File: src/rtl/display_scan_mux.sv
// display_scan_mux: time-multiplexes six 7-segment patterns onto one shared
// segment bus with one-hot digit selects. All six digits are snapshotted once
// per frame, each digit slot begins with a blanking interval, and selected
// digits can be blinked for time-set feedback.
`timescale 1ns/1ps
module display_scan_mux #(
  parameter int CLK_HZ         = 50000000,
  parameter int SCAN_HZ        = 1000,
  parameter int BLANK_CYCLES   = 500,
  parameter int BLINK_HALF     = 12500000,
  parameter bit SEG_ACTIVE_LOW = 1'b1,
  parameter bit DIG_ACTIVE_LOW = 1'b1
) (
  input  logic       clock,
  input  logic       reset,
  input  logic       enable,
  input  logic [6:0] s_Lsd,
  input  logic [6:0] s_Msd,
  input  logic [6:0] m_Lsd,
  input  logic [6:0] m_Msd,
  input  logic [6:0] h_Lsd,
  input  logic [6:0] h_Msd,
  input  logic       blink_en,
  input  logic [5:0] blink_mask,
  output logic [6:0] seg_out,
  output logic [5:0] dig_sel,
  output logic       frame_tick
);

  localparam int DIG_PERIOD = CLK_HZ / SCAN_HZ;
  localparam int SLOT_W     = (DIG_PERIOD > 2) ? $clog2(DIG_PERIOD) : 1;
  localparam int BLINK_W    = (BLINK_HALF > 2) ? $clog2(BLINK_HALF) : 1;

  localparam logic [6:0]         SEG_OFF    = SEG_ACTIVE_LOW ? 7'h7F : 7'h00;
  localparam logic [5:0]         DIG_NONE   = DIG_ACTIVE_LOW ? 6'h3F : 6'h00;
  localparam logic [SLOT_W-1:0]  SLOT_LAST  = SLOT_W'(DIG_PERIOD - 1);
  localparam logic [SLOT_W-1:0]  SLOT_DRIVE = SLOT_W'(BLANK_CYCLES);
  localparam logic [BLINK_W-1:0] BLINK_LAST = BLINK_W'(BLINK_HALF - 1);

  typedef enum logic [1:0] {
    IDLE  = 2'd0,
    BLANK = 2'd1,
    DRIVE = 2'd2
  } state_e;

  state_e              state_q, state_d;
  logic [SLOT_W-1:0]   slot_q, slot_d;
  logic [2:0]          idx_q, idx_d;
  logic [BLINK_W-1:0]  blink_cnt_q, blink_cnt_d;
  logic                blink_phase_q, blink_phase_d;
  logic [6:0]          shadow_q [6];
  logic [6:0]          in_pat [6];
  logic                snap;
  logic [6:0]          seg_out_q, seg_out_d;
  logic [5:0]          dig_sel_q, dig_sel_d;
  logic                frame_tick_q, frame_tick_d;
  logic [5:0]          one_hot;

  // Gather the six live digit patterns into an index-addressable array.
  always_comb begin
    in_pat[0] = s_Lsd;
    in_pat[1] = s_Msd;
    in_pat[2] = m_Lsd;
    in_pat[3] = m_Msd;
    in_pat[4] = h_Lsd;
    in_pat[5] = h_Msd;
  end

  // Scan FSM next state: slot counter, digit index and frame snapshot strobe.
  always_comb begin
    state_d = state_q;
    slot_d  = slot_q;
    idx_d   = idx_q;
    snap    = 1'b0;
    if (!enable) begin
      state_d = IDLE;
      slot_d  = '0;
      idx_d   = 3'd0;
    end else begin
      case (state_q)
        IDLE: begin
          state_d = BLANK;
          slot_d  = '0;
          idx_d   = 3'd0;
          snap    = 1'b1;
        end
        BLANK, DRIVE: begin
          if (slot_q == SLOT_LAST) begin
            // Every slot opens with blanking, so a digit change is never lit.
            state_d = BLANK;
            slot_d  = '0;
            if (idx_q == 3'd5) begin
              idx_d = 3'd0;
              snap  = 1'b1;
            end else begin
              idx_d = idx_q + 3'd1;
            end
          end else begin
            slot_d  = slot_q + SLOT_W'(1);
            state_d = (slot_d >= SLOT_DRIVE) ? DRIVE : BLANK;
          end
        end
        default: begin
          state_d = IDLE;
          slot_d  = '0;
          idx_d   = 3'd0;
        end
      endcase
    end
  end

  // Free-running blink timebase; the phase flips every BLINK_HALF clocks.
  always_comb begin
    if (blink_cnt_q == BLINK_LAST) begin
      blink_cnt_d   = '0;
      blink_phase_d = ~blink_phase_q;
    end else begin
      blink_cnt_d   = blink_cnt_q + BLINK_W'(1);
      blink_phase_d = blink_phase_q;
    end
  end

  // Output decode from the upcoming state so the outputs can be registered.
  always_comb begin
    seg_out_d    = SEG_OFF;
    dig_sel_d    = DIG_NONE;
    frame_tick_d = snap;
    one_hot      = 6'b000001 << idx_d;
    if (state_d == DRIVE) begin
      dig_sel_d = DIG_ACTIVE_LOW ? ~one_hot : one_hot;
      if (blink_en && blink_mask[idx_d] && blink_phase_d) begin
        seg_out_d = SEG_OFF;
      end else begin
        seg_out_d = shadow_q[idx_d];
      end
    end else begin
      seg_out_d = SEG_OFF;
      dig_sel_d = DIG_NONE;
    end
  end

  // Scan state, counters and registered outputs.
  always_ff @(posedge clock or posedge reset) begin
    if (reset) begin
      state_q       <= IDLE;
      slot_q        <= '0;
      idx_q         <= 3'd0;
      blink_cnt_q   <= '0;
      blink_phase_q <= 1'b0;
      seg_out_q     <= SEG_OFF;
      dig_sel_q     <= DIG_NONE;
      frame_tick_q  <= 1'b0;
    end else begin
      state_q       <= state_d;
      slot_q        <= slot_d;
      idx_q         <= idx_d;
      blink_cnt_q   <= blink_cnt_d;
      blink_phase_q <= blink_phase_d;
      seg_out_q     <= seg_out_d;
      dig_sel_q     <= dig_sel_d;
      frame_tick_q  <= frame_tick_d;
    end
  end

  // Frame shadow registers: captured together at the start of each frame.
  always_ff @(posedge clock or posedge reset) begin
    if (reset) begin
      for (int i = 0; i < 6; i++) begin
        shadow_q[i] <= SEG_OFF;
      end
    end else if (snap) begin
      for (int i = 0; i < 6; i++) begin
        shadow_q[i] <= in_pat[i];
      end
    end
  end

  assign seg_out    = seg_out_q;
  assign dig_sel    = dig_sel_q;
  assign frame_tick = frame_tick_q;

endmodule
File: config.mk
export PLATFORM = sky130hd
export DESIGN_NAME = display_scan_mux
export DESIGN_NICKNAME = d
export VERILOG_FILES = /design/src/rtl/display_scan_mux.sv
export SDC_FILE = /design/constraint.sdc
export NUM_CORES = 1
export LEC_CHECK = 0
export ABC_AREA = 1
export ABC_CLOCK_PERIOD_IN_PS = 3100
export BUFFER_PORTS_ARGS = -buffer_cell sky130_fd_sc_hd__buf_2
export CORE_ASPECT_RATIO = 1.1
export CORE_UTILIZATION = 30
export CTS_CLUSTER_DIAMETER = 60
export DETAILED_ROUTE_END_ITERATION = 12
export PLACE_DENSITY = 0.47
export SYNTH_ARGS = -nofsm -noshare
export SYNTH_HDL_FRONTEND = slang
export SYNTH_SLANG_ARGS = --single-unit
export TNS_END_PERCENT = 1
File: constraint.sdc
create_clock -name clock -period 3.1 [get_ports clock]
set_input_delay 0.155 -clock clock [delete_from_list [all_inputs] [get_ports clock]]
set_output_delay 0.155 -clock clock [all_outputs]
set_load 0.05 [all_outputs]
==> results of run 1 <==
## registers in the layout, indices dropped and copies added (netlist names)
signal / flops
seg_out: 7
blink_cnt_q: 24
frame_tick: 1
state_q: 2
slot_q: 16
idx_q: 3
blink_phase_q: 1
dig_sel: 6
shadow_q: 42
## final timing paths
| check | from | to | slack [ns] | cells after the start |
|---|---|---|---|---|
| worst max-delay path | slot_q[0]$_DFF_PP0_ | seg_out[0]$_DFF_PP1_ | 0.79 | 16 |
| worst min-delay path | m_Lsd[1] | shadow_q[22]$_DFFE_PP1P_ | 0.01 | 3 |
| worst max register to register | slot_q[0]$_DFF_PP0_ | seg_out[0]$_DFF_PP1_ | 0.79 | 16 |
| worst min register to register | shadow_q[13]$_DFFE_PP1P_ | shadow_q[13]$_DFFE_PP1P_ | 0.47 | 2 |
| max in group asynchronous | reset | shadow_q[27]$_DFFE_PP1P_ | 2.13 | 3 |
| min in group asynchronous | reset | blink_cnt_q[10]$_DFF_PP0_ | 0.03 | 2 |
## area by class of cell
class	count	share of cell area [%]
well taps	238	4.449
repair buffers	109	11.29
multi-input cells	547	36.53
clock buffers	11	3.795
clock inverters	5	0.6917
flip-flops and latches	102	39.17
inverters	72	4.076
## cells in the mapped netlist
cell | n | share of area (%)
a211oi_1 | 2 | 0.28
a21oi_1 | 18 | 1.7
a21oi_2 | 1 | 0.16
a21oi_4 | 1 | 0.30
a311oi_1 | 1 | 0.16
buf_2 | 4 | 0.37
buf_4 | 7 | 0.96
buf_6 | 1 | 0.21
clkbuf_1 | 10 | 0.69
clkinv_1 | 1 | 0.069
dfrtp_1 | 47 | 22
dfstp_2 | 55 | 26
ha_1 | 4 | 0.92
inv_1 | 65 | 4.5
inv_2 | 6 | 0.41
nand2_1 | 319 | 22
nand2_2 | 14 | 1.6
nand2_4 | 1 | 0.21
nand3_1 | 29 | 2.7
nand3_4 | 2 | 0.64
nand4_1 | 33 | 3.8
nor2_1 | 80 | 5.5
nor2_2 | 7 | 0.80
nor2_4 | 1 | 0.21
nor3_1 | 15 | 1.4
nor3_2 | 2 | 0.37
nor4_1 | 3 | 0.34
o21a_1 | 1 | 0.14
o21ai_0 | 5 | 0.46
o21ai_1 | 2 | 0.18
o21ai_4 | 1 | 0.30
o21bai_1 | 1 | 0.14
o221a_2 | 1 | 0.21
xnor2_1 | 1 | 0.16
xor2_1 | 2 | 0.32
## logic make-up after synthesis
kind of cell | after synthesis | synth area share (%)
fa+ha+maj | 4 | 0.9170
compound gates | 34 | 3.966
simple gates | 506 | 39.43
xor+xnor | 3 | 0.4815
buf+inv | 94 | 7.176
flops | 102 | 48.03
## repair_timing
item,CTS,global route
resized for setup,0,0
hold buffers,35,0
endpoints found under the hold margin,35,0
## power breakdown
| group | internal, mW | switching (mW) |
|---|---|---|
| Clock | 0.613 | 0.547 |
| Combinational | 0.129 | 0.182 |
| Sequential | 1.47 | 0.0499 |
| Total | 2.21 | 0.779 |
## cells in the final DEF (no fill, tap or decap), types with 2 or more instances in the layout
cell,synthesis,routed
dlygate4sd3_1,0,35
inv_8,0,2
inv_2,6,6
nor2_1,80,80
buf_4,7,8
o21ai_0,5,5
inv_4,0,2
nand4_1,33,33
nand3_4,2,2
nor4_1,3,3
dfrtp_1,47,47
buf_2,4,65
nand3_1,29,29
inv_6,0,2
inv_1,65,64
nor3_1,15,15
a211oi_1,2,2
o21ai_1,2,2
nand2_2,14,14
nand2_1,319,319
nor2_2,7,7
clkbuf_16,0,10
ha_1,4,4
dfstp_2,55,55
xor2_1,2,2
a21oi_1,18,18
nor3_2,2,2
## stage by stage
| stage | cells | setup slack [ns] |
|---|---|---|
| final | 1084 | 0.7882 |
| after global routing | 1084 | 0.4493 |
| after CTS | 1084 | 0.7526 |
| after detailed placement | 1033 | 0.7724 |
| after global placement | 1033 | 0.7715 |
| after floorplan | 743 | 0.3605 |
## routing by layer
layer / up-vias / global-route usage (%)
li1: 2519 / -
met1: 2191 / 19.93
met2: 87 / 28.40
met3: 12 / 3.649
met4: 0 / 4.598
met5: - / 0
## critical path, delay by kind of cell, from the launching register on
kind	cells	cell delay, ns
adder cells (fa/ha/maj)	1	0.22
flip-flops	1	0.39
AND/OR/NAND/NOR	12	1.32
AO/OA/AOI/OAI	1	0.14
buffers and inverters	2	0.14
==> flow_summary.toml, run 1 <==
[clock_network]
root_buffer = "clkbuf_16"
clk-insertion-delay-late_ns = 0.36
htreeDepth = 3
cts_buffers = 9
postCtsSetupBuffers = 0
clkTransAtPathRegs_ns = 0.07
cts_tree = "built"
clock-sinks = 102
clock_path_buffers = 2

[drt]
wl_met3_um = 398
first_iter_violations = 188
num_vias = 4809
drt_pre_antenna_iters = 4
wl_um = 13640
vias_per_cell = 4.436
wl_met1_um = 6254
dr_wl_met2_um = 6804
drc = 0
wl_per_cell_um = 12.58
ant_nets = 0
dr.max_layer_used = "met4"

[place]
place_congestion = 0.7701
dpl_cell_area_sq_um = 6042
io_buffers = 65
dp.final_hpwl_um = 9892

[finish]
post-route-util_pct = 37.73
regArea_sq_um = 2621
layout-drive-gt1-share_pct = 21.51
fin_nets = 897
antennaDiodeCount = 0
final.fill_count = 1936
area_delta_synth_final_pct = 22.63
design_area_sq_um = 6693
multi_input_comb_area_sq_um = 2445

[timing]
period_share_pct = 74.57
fmax_ghz = 0.4326
hold_ws_ns = 0.01239
report.final.slew_viol_count = 0
period_minus_slack_ns = 2.312
worst_pin_slew_ns = 1.010
setup_viol = 0
final-hold-violation-count = 0
fin_skew_ns = 0.008561
relSlewSlack_pct = 32.64
fin_setup_tns_ns = 0
rsz0062_at_grt = "no"

[synth]
synth_nets = 799
ys_warn_count = 0
syn_inst = 743
ys_ff_latch = 102
yosysUniqueCellTypes = 35
syn-cell-area_sq_um = 5458
syn_area_per_cell_sq_um = 7.346
ys_seq_area_share_pct = 48.03

[critical_path]
worstPathRequired_ns = 3.37
cpMostUsedCell = "nand2_1"
cp.arrival_ns = 2.58
startpoint_type = "register"
path_class = "reg2reg"
crit_slowest_cell = "dfrtp_1"
endpoint_kind = "register"
worstPathCellList = "ha_1 > nand2_2 > inv_2 > nand2_2 > nor2_1 > nand2_1 > nand2_2 > nand3_4 > nand2_1 > nand2_1 > nand2_1 > nand2_1 > a21oi_1 > nand2_1 > inv_1 > nand2_1"
crit_fanout = 27
critPathMaxStageDelay_ns = 0.39

[global_routing]
antenna_found_initial = 0
grt.overflow.total = 0
grt_util_all_layers_pct = 16.28
grt_pass1_wl_um = 23710
grt_pass1_vias = 4953
grt_max_degree = 79

[die]
fp.dieArea_sq_um = 18740
die_y_um = 143.5
die_x_um = 130.6
start_util_pct = 30.77
core_sq_um = 17740
num_rows = 51
io-pin-count = 66

[outcome]
status = "finished clean"

[pwr]
p_leak_nw = 3.253
worst_ir_drop_vdd_mv = 0.2927
p_per_area_nw_per_um2 = 446.4
finalPower_mw = 2.988

[hold_path]
hp-class = "in2reg"

[job]
cap_viol_max_count = 0
No activity file was read; power rests on OpenSTA's default activity.
==> inputs of run 2 (changes only) <==
--- a/config.mk
+++ b/config.mk
@@ -5,14 +5,14 @@
 export SDC_FILE = /design/constraint.sdc
 export NUM_CORES = 1
 export LEC_CHECK = 0
-export ABC_AREA = 1
-export ABC_CLOCK_PERIOD_IN_PS = 3100
+export ABC_AREA = 0
+export ABC_CLOCK_PERIOD_IN_PS = 1980
 export BUFFER_PORTS_ARGS = -buffer_cell sky130_fd_sc_hd__buf_2
 export CORE_ASPECT_RATIO = 1.1
 export CORE_UTILIZATION = 30
 export CTS_CLUSTER_DIAMETER = 60
 export DETAILED_ROUTE_END_ITERATION = 12
-export PLACE_DENSITY = 0.47
+export PLACE_DENSITY = 0.49
 export SYNTH_ARGS = -nofsm -noshare
 export SYNTH_HDL_FRONTEND = slang
 export SYNTH_SLANG_ARGS = --single-unit
==> constraint.sdc (replaced) <==
create_clock -name clock -period 1.98 [get_ports clock]
set_input_delay 0.099 -clock clock [delete_from_list [all_inputs] [get_ports clock]]
set_output_delay 0.099 -clock clock [all_outputs]
set_load 0.05 [all_outputs]
==> flow_summary.toml, run 2 <==
[outcome]
status = "finished with violations"
violations = "negative setup slack"

[synth]
muxShareOfSynthArea_pct = 12.99
yosysUniqueCellTypes = 63
ys_warn_count = 0
synthAdderAreaFrac_pct = 0.9950
ys_top_cells_by_area = "dfstp_2 29%, dfrtp_1 23%, mux2_1 9.4%"
synth_compound_area_share_pct = 7.214
synth_top_family_by_area = "simple AND/OR/NAND/NOR gates"
synth_edf_count = 0
ys.flop_type = "dfstp_2"
synth_nets = 494
synth_common_cells = "55 x dfstp_2, 47 x dfrtp_1, 47 x nor2_1, 42 x mux2_1, 29 x nand2_1"
ys_seq_area_share_pct = 52.11
synth_top_area_share_pct = 28.73
syn-cell-area_sq_um = 5030
ys_async_sr_fraction_pct = 100.0
ys_ff_latch = 102
syn_area_per_cell_sq_um = 11.48
synth_top_area_cell = "dfstp_2"
synthSimpleGateAreaFrac_pct = 17.31
synthXorXnorAreaFrac_pct = 6.617
syn_inst = 438
synth_most_common_cell = "dfstp_2"

[die]
fp.dieArea_sq_um = 17290
die_x_um = 125.5
core_sq_um = 16370
start_util_pct = 30.73
die_y_um = 137.8
io-pin-count = 66
num_rows = 49

[critical_path]
crit_fanout = 7
critical_path_buf_inv_count = 1
path_class = "reg2reg"
critPathMaxStageDelay_ns = 0.42
startpoint_type = "register"
crit_slowest_cell = "dfrtp_1"
worstPathCellList = "ha_4 > and4b_2 > and4_2 > and4b_1 > o311ai_2 > o221ai_2 > a311oi_4 > buf_6 > o211ai_1"
critPathTopFamily = "compound AO/OA/AOI/OAI gates"
worstPathRequired_ns = 2.25
endpoint_kind = "register"
cp.arrival_ns = 2.69

[drt]
vias_per_cell = 4.724
wl_per_cell_um = 15.29
first_iter_violations = 216
drc = 0
drt_pre_antenna_iters = 6
ant_nets = 0
num_vias = 3935
wl_um = 12740

[finish]
final_cells = 833
final_common_cell = "buf_4"
fin_nets = 679
final.fill_count = 1528
largest_register_ffs = 42
area_delta_synth_final_pct = 40.85
final_cell_mix = "74 x buf_4, 65 x buf_2, 55 x dfstp_2, 46 x nor2_1, 45 x dfrtp_1"
design_area_sq_um = 7084
largestRegisters = "shadow_q (42), blink_cnt_q (24), slot_q (16)"
layout-drive-gt1-share_pct = 40.29
largest_register = "shadow_q"

[timing]
fmax_ghz = 0.4121
period_minus_slack_ns = 2.427
relSlewSlack_pct = 64.54
worst_pin_slew_ns = 0.5308
setup_ws_ns = -0.4467
rsz0062_at_grt = "yes"
period_share_pct = 122.6
setup_viol = 56
final-hold-violation-count = 0
fin_skew_ns = 0.006789
hold_ws_ns = 0.1690
report.final.slew_viol_count = 0

[pwr]
p_per_area_nw_per_um2 = 672.2
worst_ir_drop_vdd_mv = 0.4724
finalPower_mw = 4.762
p_leak_nw = 3.011

[clock_network]
cts_tree = "built"
clk-insertion-delay-late_ns = 0.36
cts_buffers = 9
htreeDepth = 3
clock_path_buffers = 2
clock-sinks = 102
clkTransAtPathRegs_ns = 0.07
root_buffer = "clkbuf_16"

[global_routing]
grt.overflow.total = 0
grt_util_all_layers_pct = 15.93
grt_pass1_wl_um = 21120
grt_pass1_vias = 4133
grt_max_degree = 51
antenna_found_initial = 2

[place]
dpl_cell_area_sq_um = 6177
dpl.cell_count = 769
dp_slack_ns = -0.6178
dp.final_hpwl_um = 9181
place_congestion = 0.8614
io_buffers = 65

[hold_path]
hp-class = "in2reg"

[job]
cap_viol_max_count = 0
## run 2: area by class of cell
type | instances | area [sq um] | share of cell area, %
antenna | 1 | 2.502 | 0.03532
clock buffer | 9 | 225.2 | 3.179
tap | 204 | 255.2 | 3.603
multi-input combinational | 310 | 2404 | 33.93
timing repair buffer | 191 | 1448 | 20.43
inverter | 9 | 37.54 | 0.5298
clock inverter | 7 | 88.84 | 1.254
sequential | 102 | 2624 | 37.04
## run 2: path summary, 6_finish.rpt
check	start	end	slack (ns)	cells past startpoint
max in group asynchronous	reset	shadow_q[21]$_DFFE_PP1P_	0.98	4
min reg2reg	blink_cnt_q[4]$_DFF_PP0_	blink_cnt_q[4]$_DFF_PP0_	0.49	1
max	slot_q[0]$_DFF_PP0_	seg_out[3]$_DFF_PP1_	-0.45	9
min	blink_en	seg_out[0]$_DFF_PP1_	0.17	4
min in group asynchronous	reset	blink_cnt_q[1]$_DFF_PP0_	0.33	3
max reg2reg	slot_q[0]$_DFF_PP0_	seg_out[3]$_DFF_PP1_	-0.45	9
## run 2: per-stage QoR
| stage | setup TNS [ns] | utilization [%] |
|---|---|---|
| floorplan | -19.30 | - |
| detailed placement | -21.64 | 37.74 |
| CTS | -15.32 | 42.95 |
| finish | -13.87 | 43.28 |
| global route | -18.59 | 43.26 |
| global placement | -18.14 | 37.74 |
## run 2: tightest hold or removal path, stage by stage
cell and delay [ns]:
buf_2 0.10, a311oi_4 0.09, buf_6 0.13, o211ai_1 0.07
## run 2: layer usage
layer | up-vias | share of wire [%] | GRT usage, %
li1 | 1931 | - | -
met3 | 20 | 3.2 | 2.913
met1 | 1918 | 47 | 20.22
met4 | 2 | 2.3 | 8.062
met5 | - | 0.10 | 0
met2 | 64 | 47 | 26.11
## run 2: cell families (layout without fill, tap and decap cells)
kind of cell / Yosys count / count (layout)
muxes: 60 / 60
and+or+nand+nor: 162 / 163
other: 0 / 1
xor gates and xnor gates: 38 / 38
AOI/OAI and AO/OA: 45 / 45
buffers and inverters: 27 / 216
DFF: 102 / 102
adders and majority gates: 4 / 4
## run 2: report_power, final
| part | total [mW] | switching, mW | internal [mW] |
|---|---|---|---|
| clock | 1.89 | 0.876 | 1.01 |
| combinational | 0.462 | 0.212 | 0.250 |
| sequential | 2.41 | 0.0841 | 2.32 |
## run 2: repair_timing
action / 4_1_cts / 5_1_grt
hold endpoints to repair: 60 / 0
buffers inserted: 3 / 0
setup endpoints to repair: 58 / 61
gates cloned: 1 / 0
hold buffers: 43 / 0
pin swaps: 7 / 4
resized for setup: 18 / 15
